**src/rtl/queue_param.sv**
```systemverilog
// Parametrised synchronous queue with registered or FWFT read,
// occupancy count, threshold flags and sticky error flags.
module queue_param #(
  parameter int DATA_WIDTH = 32,
  parameter int DEPTH      = 8,
  parameter int PTR_WIDTH  = 3,
  parameter int AF_LEVEL   = 6,
  parameter int AE_LEVEL   = 2,
  parameter bit FWFT       = 1'b0
) (
  input  logic                  clk,
  input  logic                  rst,
  input  logic                  flush,
  input  logic                  wr_en,
  input  logic [DATA_WIDTH-1:0] buf_in,
  input  logic                  rd_en,
  output logic [DATA_WIDTH-1:0] buf_out,
  output logic                  empty,
  output logic                  full,
  output logic                  almost_empty,
  output logic                  almost_full,
  output logic [PTR_WIDTH:0]    count,
  output logic                  overflow,
  output logic                  underflow
);

  localparam int CW = PTR_WIDTH + 1;
  localparam logic [CW-1:0] DEPTH_C = CW'(DEPTH);
  localparam logic [CW-1:0] AF_C    = CW'(AF_LEVEL);
  localparam logic [CW-1:0] AE_C    = CW'(AE_LEVEL);

  if (DEPTH < 2 || DEPTH != (1 << PTR_WIDTH) ||
      AF_LEVEL < 0 || AF_LEVEL > DEPTH ||
      AE_LEVEL < 0 || AE_LEVEL > DEPTH) begin : g_bad_param
    $error("queue_param: illegal DEPTH/PTR_WIDTH/threshold parameters");
  end

  logic [DATA_WIDTH-1:0] mem [DEPTH];
  logic [PTR_WIDTH-1:0]  wr_ptr;
  logic [PTR_WIDTH-1:0]  rd_ptr;
  logic [DATA_WIDTH-1:0] rd_q;
  logic                  push_ok;
  logic                  pop_ok;
  logic                  clr;

  always_comb begin
    empty        = (count == '0);
    full         = (count == DEPTH_C);
    almost_empty = (count <= AE_C);
    almost_full  = (count >= AF_C);
    clr          = ~rst | flush;
    push_ok      = wr_en & (~full | rd_en);
    pop_ok       = rd_en & ~empty;
  end

  // When full, wr_ptr equals rd_ptr, so a push+pop reuses the vacated slot.
  always_ff @(posedge clk) begin
    if (!clr && push_ok)
      mem[wr_ptr] <= buf_in;
  end

  always_ff @(posedge clk) begin
    if (clr) begin
      wr_ptr    <= '0;
      rd_ptr    <= '0;
      count     <= '0;
      rd_q      <= '0;
      overflow  <= 1'b0;
      underflow <= 1'b0;
    end else begin
      if (push_ok)
        wr_ptr <= wr_ptr + 1'b1;
      if (pop_ok) begin
        rd_ptr <= rd_ptr + 1'b1;
        rd_q   <= mem[rd_ptr];
      end
      count <= count + CW'(push_ok) - CW'(pop_ok);
      if (wr_en & full & ~rd_en)
        overflow <= 1'b1;
      if (rd_en & empty)
        underflow <= 1'b1;
    end
  end

  always_comb begin
    buf_out = rd_q;
    if (FWFT)
      buf_out = empty ? '0 : mem[rd_ptr];
  end

endmodule

```
**config.mk**
```make
export PLATFORM = sky130hd
export DESIGN_NAME = queue_param
export DESIGN_NICKNAME = d
export VERILOG_FILES = /design/src/rtl/queue_param.sv
export SDC_FILE = /design/constraint.sdc
export NUM_CORES = 1
export LEC_CHECK = 0
export CAP_MARGIN = 20
export CORE_MARGIN = 10
export CORE_UTILIZATION = 58
export DETAILED_ROUTE_END_ITERATION = 8
export HOLD_SLACK_MARGIN = 0.06
export PLACE_DENSITY = 0.88
export SLEW_MARGIN = 0
export SYNTH_ARGS = -nofsm -noshare
export SYNTH_HDL_FRONTEND = slang
export SYNTH_SLANG_ARGS = --single-unit
```
**constraint.sdc**
```tcl
create_clock -name clk -period 5.31 [get_ports clk]
set_input_delay 1.593 -clock clk [delete_from_list [all_inputs] [get_ports clk]]
set_output_delay 1.593 -clock clk [all_outputs]
set_load 0.05 [all_outputs]
```
# [Yosys cells after proc, flatten, opt, wreduce, memory -nomap -nowiden]
# Memories as Yosys holds them, arrays and structs flattened. A register that Yosys moved wholly into a read port is not among the register bits.
# Index checks and enable logic that the tools add are counted.
# W data, S select, Z words.
[totals] reg_bits=12 ram_bits=256 output_inout_bits=42 n_memories=1
[classes] addsub=4 order_cmp=2 eq_ne=1 muxes=2 bitwise=11 reduce_logical=3
[mem_list] name="mem" depth=8 width=32 rd=1 rd_ports_with_merged_regs=1 wr=1 line_no="38" rtl="logic [DATA_WIDTH-1:0] mem [DEPTH];"
[op_table] operator="$add A3 B1 Y3 const B" n=2
[op_table] operator="$and A1 B1 Y1" n=5
[op_table] operator="$add A4 B1 Y4" n=1
[op_table] operator="$eq A4 B4 Y1 const B" n=1
[op_table] operator="$ge A4 B3 Y1 const B" n=1
[op_table] operator="$le A4 B2 Y1 const B" n=1
[op_table] operator="$logic_not A4 Y1" n=1
[op_table] operator="$not A1 Y1" n=4
[op_table] operator="$sub A4 B1 Y4" n=1
[op_table] operator="$mux W1" n=2
[op_table] operator="$or A1 B1 Y1" n=2
[op_table] operator="$logic_and A1 B1 Y1" n=1
[op_table] operator="$logic_not A1 Y1" n=1

# [Depth between registers and ports, before layout]
# Gate-level depths: netlist (run 1).
[depth] ltp_word=7 ltp_mapped=13 mapped_depth_nobuf=12

# [Least setup slack after synthesis (run 1)]
# Ideal clock, no wire load.
[synth_timing] kind="input-to-reg" from="in flush" to="mem mem[4][0], enable pin" arrival_ns=4.477 required_time_ns=4.849 setup_slack_ns=0.372 stages=4 path_cell_list="nand2b_1 clkbuf_1 or3_1 nor3_1"
[synth_between] elab_chain_cells=5
[synth_rtl] element="from (decl)" line_no="13" rtl="input logic flush,"
[synth_rtl] element="$or A1 B1 Y1" line_no="51" rtl="clr = ~rst | flush;"
[synth_rtl] element="$logic_not A1 Y1" line_no="58" rtl="if (!clr && push_ok)"
[synth_rtl] element="$logic_and A1 B1 Y1" line_no="58"
[synth_rtl] element="$mux W1" line_no="58"
[synth_rtl] element="$mux W1 (not written as such)" line_no="59" rtl="mem[wr_ptr] <= buf_in;"
[synth_rtl] element="to (decl)" line_no="38"
# No other way between the ends.

# [Worst setup path after layout (run 1)]
[layout_timing] from="reg count[2]" to="out empty"
[layout_between] elab_chain_cells=1
[layout_rtl] element="from (decl)" line_no="22" rtl="output logic [PTR_WIDTH:0] count,"
[layout_rtl] element="from (signal assigned)" line_no="77" rtl="count <= count + CW'(push_ok) - CW'(pop_ok);"
[layout_rtl] element="$logic_not A4 Y1" line_no="47" rtl="empty = (count == '0);"
[layout_rtl] element="to (decl)" line_no="18" rtl="output logic empty,"
# No other way between the ends.

==> results.txt, run 1 <==
GR Overflow Total = 0
cell count after synthesis = 639
DRC = 0
Storage cell area = 0.00857 mm²
Hold Path Class = register to register
Worst path max stage delay = 0.80 ns
Mean Syn Cell Area = 17.9 µm²
Unique masters post-synth = 32
CTS Hold Bufs = 0
Root Driver = clkbuf_16
part of the power in registers = 0.520
DIE HEIGHT = 160 µm
Non-Filler Instances = 1011
top post-synthesis cells by area = edfxtp_1, dfxtp_1, mux4_2
post_cts resized = 0
core region area = 0.0194 mm²
CP endpoint kind = output pin
WL met2 = 12.0 mm
area fraction of the dominant cell type after synthesis = 0.673
Vias/cell = 6.04
min cycle time layout = 4.08 ns
Worst-path clk slew = 0.06 ns
pins over their slew limit = 0
internal power = 0.00391 W
routed vias = 6109
Initial Util = 0.589
Slowest cell on crit path = clkdlybuf4s50_1
Worst EP required = 3.72 ns
synth-to-layout area growth = 17.0%
# setup viols final = 0
clock buffer depth = 3
Hold Fails Final Rpt = 0
Die Wd = 160 µm
antenna violations before repair = 1
most common library cell in the layout ignoring fill and taps = edfxtp_1
max-cap violation count = 0
Seq cells post-synth = 300
FF-to-FF Start = count[2]
drt first pass iters = 5
Peak VDD IR = 296 µV
CP Launch Type = register
sequential share of the synthesized area = 0.750
YS warnings = 0
net count after synthesis = 688
number of diodes = 0
Max Used Layer = met4
DP Cell Count = 960
CTS Sinks = 300
placed wire-length estimate = 13.4 mm
Worst path top cell family by delay = buffers and inverters
slew at the pin closest to its max-slew limit = 1.03 ns
Yosys top cell by area = edfxtp_1
Die ar. = 0.0257 mm²
Routed WL per cell = 23.3 µm
postcts setup bufs = 0
fill count = 1239
Row Count = 51
Critical Path, Cell by Cell = inv_1, ha_1, or3b_1, inv_1, clkdlybuf4s50_1
share of cells above drive strength 1 = 0.131
wl on met1 = 9.12 mm
critical path class = register to output pin
Mapped Area = 0.0114 mm²
setup slack after layout = 1.23 ns
vias in the first global route = 6531
Layout Nets = 775
area of the multi-input gates = 0.00259 mm²
global-route wire length before repair = 37.0 mm
post-route ant nets = 0
clock skew = 0.0124 ns
Post-Place Setup Slack = 1.25 ns
final wirelength = 23.6 mm
clock power share = 0.387
switching share of power = 0.227
slew margin rel. = 0.315
H-tree levels = 1
Comb pwr share = 0.093
P_sw = 0.00115 W
gr usage total = 0.181
RSZ-0062 raised after global routing = false
Pwr per Cell Area = 378 mW/mm²
crit path buf inv count = 3
outcome = finished, final reports clean
port bufs = 78
hold path startpoint = underflow
Crit Path Max Fanout = 4
largest net degree at the start of global routing = 56
period utilization = 0.768
Critical Path Most Common Cell = inv_1
met3 wire length = 1.93 mm
CTS tree = built
Clk Latency, worst-skew pair = 0.53 ns
routability cong. = 0.753
commonest non-fill, non-tap cells in the layout = edfxtp_1, clkdlybuf4s50_1, mux2i_1
Fmax = 0.245 GHz
static leakage = 4.15 nW
I/O pin cnt = 79
DR iter-0 viols = 544
critical path arrival = 2.49 ns
setup TNS = 0 ns
Worst setup startpoint = count[2]
clock buffer count from CTS = 29
## flip-flops by register name, indices dropped and copies added, names as in the netlist
register   count
count          4
buf_out       32
underflow      1
mem          256
overflow       1
rd_ptr         3
wr_ptr         3
## layer usage
metal  global-route usage  vias up
li1                     -     2689
met1                0.227     3085
met2                0.306      280
met3               0.0429       55
met4               0.0605        0
met5                    0        -
## synth_stat cells
cell and instances:
ha_1 11, nand3_1 3, xnor2_1 3, mux2i_1 64, mux4_1 2, buf_2 10, a21oi_1 6, o21ai_0 2
a211oi_1 32, buf_4 3, or3_1 2, buf_6 8, inv_1 11, o22ai_1 32, nand2b_1 4, or3b_1 1
xor2_1 3, or2_1 1, nand2_2 2, nand2_1 6, a21o_1 1, mux4_2 30, nor2_1 48, clkbuf_1 13
dfxtp_1 44, edfxtp_1 256, or4b_1 1, nor3b_1 1, nor3_1 34, buf_12 3, inv_2 1, fa_1 1
## worst paths after layout
check	to	slack [ns]	cells after the start
worst max register to register	count[2]	2.38	13
worst min-delay path	underflow	0.48	2
worst max-delay path	empty	1.23	5
worst min register to register	underflow	0.48	2
## layout make-up
| class | count | share of cell area |
|---|---|---|
| well taps | 265 | 0.0248 |
| clock inverters | 18 | 0.0126 |
| inverters | 12 | 0.00337 |
| clock buffers | 33 | 0.0554 |
| repair buffers | 93 | 0.0678 |
| flip-flops and latches | 300 | 0.642 |
| multi-input cells | 290 | 0.194 |
## worst register-to-register path, cell delays in order (launching register included)
cell and delay (ns):
dfxtp_1 0.34, inv_1 0.13, ha_1 0.19, or3b_1 0.41, nand2_2 0.09, buf_4 0.41
inv_2 0.07, ha_1 0.28, inv_1 0.06, ha_1 0.16, inv_1 0.06, fa_1 0.39
xor2_1 0.17, nor2_1 0.06
## metrics by stage
step	area, µm²	hold slack (ns)	total power [W]	util
after floorplan	11400	0.498	0.00299	-
after global placement	12500	0.449	0.00312	0.642
after detailed placement	12500	0.467	0.00314	0.642
after CTS	13400	0.483	0.00509	0.689
after global routing	13400	0.511	0.00521	0.689
final	13400	0.485	0.00505	0.689
## power by group through the flow
stage / combinational, W / clock [W] / sequential [W]
3_5_place_dp: 0.000469 / 0 / 0.00268
3_3_place_gp: 0.000450 / 0 / 0.00267
2_1_floorplan: 0.000252 / 0 / 0.00273
5_1_grt: 0.000507 / 0.00207 / 0.00263
4_1_cts: 0.000475 / 0.00199 / 0.00263
6_report: 0.000472 / 0.00195 / 0.00263
## cell families (layout without fill, tap and decap cells)
family	after synthesis	after routing	share of synthesized area
adder cells (fa/ha/maj)	12	12	0.0138
flip-flops	300	300	0.750
AND/OR/NAND/NOR	103	103	0.0412
XOR/XNOR	6	6	0.00460
multiplexers	96	96	0.120
buffers and inverters	49	156	0.0277
AO/OA/AOI/OAI	73	73	0.0427
No activity file was read; power rests on OpenSTA's default activity.
==> run 2: changes to the inputs <==
Clock period 5.31 ns to 3.96 ns, I/O delays scaled along.
==> results.txt, run 2 (synthesis gave the netlist of run 1 again) <==
Pwr per Cell Area = 501 mW/mm²
Top reg by flops = mem
Root Driver = clkbuf_16
clock buffer count from CTS = 28
part of the power in registers = 0.522
number of flip-flops in the largest register = 256
clock power share = 0.384
RSZ-0062 raised after global routing = false
P_sw = 0.00155 W
Comb pwr share = 0.095
CP endpoint kind = output pin
period utilization = 0.952
DIE HEIGHT = 160 µm
global-route wire length before repair = 36.9 mm
CTS Sinks = 300
drt first pass iters = 5
post_cts resized = 0
static leakage = 4.16 nW
final wirelength = 23.8 mm
port bufs = 78
Peak VDD IR = 510 µV
Routed WL per cell = 23.4 µm
Storage cell area = 0.00857 mm²
DP Cell Count = 961
critical path arrival = 2.58 ns
Hold Path Class = register to register
commonest non-fill, non-tap cells in the layout = edfxtp_1, clkdlybuf4s50_1, mux2i_1
outcome = finished, final reports clean
Total Power = 0.00674 W
postcts setup bufs = 0
CP Launch Type = register
Fmax = 0.265 GHz
Die ar. = 0.0257 mm²
Row Count = 51
Clk Latency, worst-skew pair = 0.54 ns
synth-to-layout area growth = 17.9%
H-tree levels = 1
Initial Util = 0.589
slew margin rel. = 0.341
Non-Filler Instances = 1013
Die Wd = 160 µm
setup slack after layout = 0.192 ns
share of cells above drive strength 1 = 0.135
pins over their slew limit = 0
Crit Path Max Fanout = 4
DR iter-0 viols = 589
I/O pin cnt = 79
routed vias = 6099
placed wire-length estimate = 13.3 mm
DRC = 0
fill count = 1215
Vias/cell = 6.02
antenna violations before repair = 1
vias in the first global route = 6484
switching share of power = 0.230
min cycle time layout = 3.77 ns
clock skew = 0.0109 ns
largest net degree at the start of global routing = 45
Worst EP required = 2.77 ns
clock buffer depth = 3
core region area = 0.0194 mm²
Hold Fails Final Rpt = 0
slew at the pin closest to its max-slew limit = 0.989 ns
GR Overflow Total = 0
gr usage total = 0.181
post-route ant nets = 0
CTS Hold Bufs = 0
max-cap violation count = 0
routability cong. = 0.766
Post-Place Setup Slack = 0.314 ns
most common library cell in the layout ignoring fill and taps = edfxtp_1
Worst-path clk slew = 0.06 ns
Layout Nets = 775
# setup viols final = 0
internal power = 0.00519 W
critical path class = register to output pin
setup TNS = 0 ns
area of the multi-input gates = 0.00261 mm²
CTS tree = built
[run 2: path summary, 6_finish.rpt]
kind	startpoint	to	slack (ns)	depth (start not counted)
setup / recovery	count[2]	empty	0.19	5
hold / removal	underflow	underflow	0.48	2
setup reg to reg	count[2]	count[2]	1.32	11
hold reg to reg	underflow	underflow	0.48	2
[run 2: power groups by stage]
stage / clock network (W) / registers, W / logic [W]
after floorplan: 0 / 0.00367 / 0.000338
after global placement: 0 / 0.00358 / 0.000611
after detailed placement: 0 / 0.00358 / 0.000637
after CTS: 0.00262 / 0.00352 / 0.000646
after global routing: 0.00275 / 0.00352 / 0.000686
final: 0.00259 / 0.00352 / 0.000639
[run 2: final cells by class]
class	count	share of cell area
clock buffers	42	0.0605
inverters	12	0.00335
well taps	265	0.0246
flip-flops and latches	300	0.637
multi-input cells	290	0.194
repair buffers	94	0.0753
diodes	1	0.000186
clock inverters	9	0.00576
[run 2: critical path, cell delays in order, from the launching register on]
cell	delay (ns)
dfxtp_1	0.34
inv_1	0.16
ha_1	0.19
or3b_1	0.42
inv_1	0.11
clkdlybuf4s50_1	0.82
[run 2: stage by stage]
step	area (µm²)	hold WS [ns]	util
final	13500	0.483	0.694
after global placement	12600	0.462	0.648
after CTS	13500	0.476	0.694
after floorplan	11400	0.510	-
after global routing	13500	0.518	0.694
after detailed placement	12600	0.459	0.648
[run 2: per-layer routing]
layer / global-route usage / vias up / share of wire
met5: 0 / - / 0
met4: 0.0626 / 0 / 0.020
met3: 0.0368 / 48 / 0.065
met2: 0.310 / 245 / 0.52
met1: 0.225 / 3109 / 0.40
li1: - / 2697 / -
==> run 3: changes to the inputs <==
Clock period 3.96 ns to 3.7 ns, I/O delays scaled along.
==> results.txt, run 3 (synthesis gave the netlist of run 1 again) <==
largest net degree at the start of global routing = 45
port bufs = 78
antenna violations before repair = 0
I/O pin cnt = 79
commonest non-fill, non-tap cells in the layout = edfxtp_1, clkdlybuf4s50_1, mux2i_1
core region area = 0.0194 mm²
post-route ant nets = 0
setup TNS = 0 ns
drt first pass iters = 5
Peak VDD IR = 432 µV
Storage cell area = 0.00857 mm²
period utilization = 0.930
Layout Nets = 786
setup slack after layout = 0.259 ns
RSZ-0062 raised after global routing = false
DR iter-0 viols = 602
synth-to-layout area growth = 18.3%
H-tree levels = 1
number of flip-flops in the largest register = 256
Die Wd = 160 µm
DRC = 0
most common library cell in the layout ignoring fill and taps = edfxtp_1
Worst-path clk slew = 0.06 ns
Hold Path Class = register to register
DP Cell Count = 971
gr usage total = 0.190
Row Count = 51
final wirelength = 24.8 mm
clock skew = 0.0108 ns
global-route wire length before repair = 38.5 mm
Top reg by flops = mem
Routed WL per cell = 24.2 µm
CTS tree = built
clock buffer depth = 3
clock buffer count from CTS = 29
fin area = 0.0135 mm²
pins over their slew limit = 0
number of diodes = 0
GR Overflow Total = 0
CTS Sinks = 300
CP endpoint kind = output pin
Vias/cell = 6.08
Worst EP required = 2.59 ns
slew at the pin closest to its max-slew limit = 0.755 ns
DIE HEIGHT = 160 µm
CTS Hold Bufs = 0
Crit Path Max Fanout = 10
Die ar. = 0.0257 mm²
fill count = 1181
min cycle time layout = 3.44 ns
critical path arrival = 2.33 ns
Initial Util = 0.589
Root Driver = clkbuf_16
Non-Filler Instances = 1025
critical path class = register to output pin
vias in the first global route = 6637
Area after DPL = 0.0126 mm²
Clk Latency, worst-skew pair = 0.54 ns
max-cap violation count = 0
CP Launch Type = register
area of the multi-input gates = 0.00261 mm²
Hold Fails Final Rpt = 0
routability cong. = 0.790
# setup viols final = 0
routed vias = 6233
Post-Place Setup Slack = 0.102 ns
slew margin rel. = 0.497
placed wire-length estimate = 15.1 mm
Fmax = 0.291 GHz
static leakage = 4.22 nW
final core occ = 0.697
Pwr per Cell Area = 535 mW/mm²
share of cells above drive strength 1 = 0.150
outcome = finished, final reports clean
==> run 3: report_power, final <==
group          switching [W]  total [W]  internal (W)
clock network        0.00119    0.00277       0.00158
logic               0.000446   0.000698      0.000252
registers          0.0000473    0.00376       0.00372
total                0.00169    0.00724       0.00555
==> run 3: path summary, 6_finish.rpt <==
kind                       to      from  slack (ns)  cells after the start
setup / recovery  almost_full  count[1]        0.26                      4
hold / removal       overflow  overflow        0.47                      2
setup reg to reg     count[3]  count[2]        1.04                     11
hold reg to reg      overflow  overflow        0.47                      2
==> run 3: what timing repair did <==
item	4_1_cts	5_1_grt
hold endpoints to repair	0	0
resized for setup	0	1
buffers inserted	0	0
endpoints found under the setup margin	0	1
==> run 3: area by class of cell <==
class | count | share of cell area
Timing Repair Buffer | 104 | 0.0779
Tap cell | 265 | 0.0245
Sequential cell | 300 | 0.634
Multi-Input combinational cell | 290 | 0.193
Clock inverter | 15 | 0.00842
Clock buffer | 39 | 0.0587
Inverter | 12 | 0.00333
==> run 3: layer usage <==
metal | vias up | share of wire | track usage
met5 | - | 0 | 0
met4 | 0 | 0.025 | 0.0605
met3 | 56 | 0.098 | 0.0447
met2 | 353 | 0.49 | 0.315
met1 | 3104 | 0.38 | 0.245
li1 | 2720 | - | -
==> run 3: through the flow <==
step                hold WS (ns)  power, W
detailed placement         0.460   0.00453
global route               0.503   0.00745
finish                     0.468   0.00724
floorplan                  0.510   0.00428
CTS                        0.475   0.00727
global placement           0.455   0.00450
==> run 3: worst max-delay path: stages (launching register included) <==
cell             delay [ns]
dfxtp_1                0.54
ha_1                   0.22
inv_1                  0.04
o21ai_0                0.16
clkdlybuf4s50_1        0.84
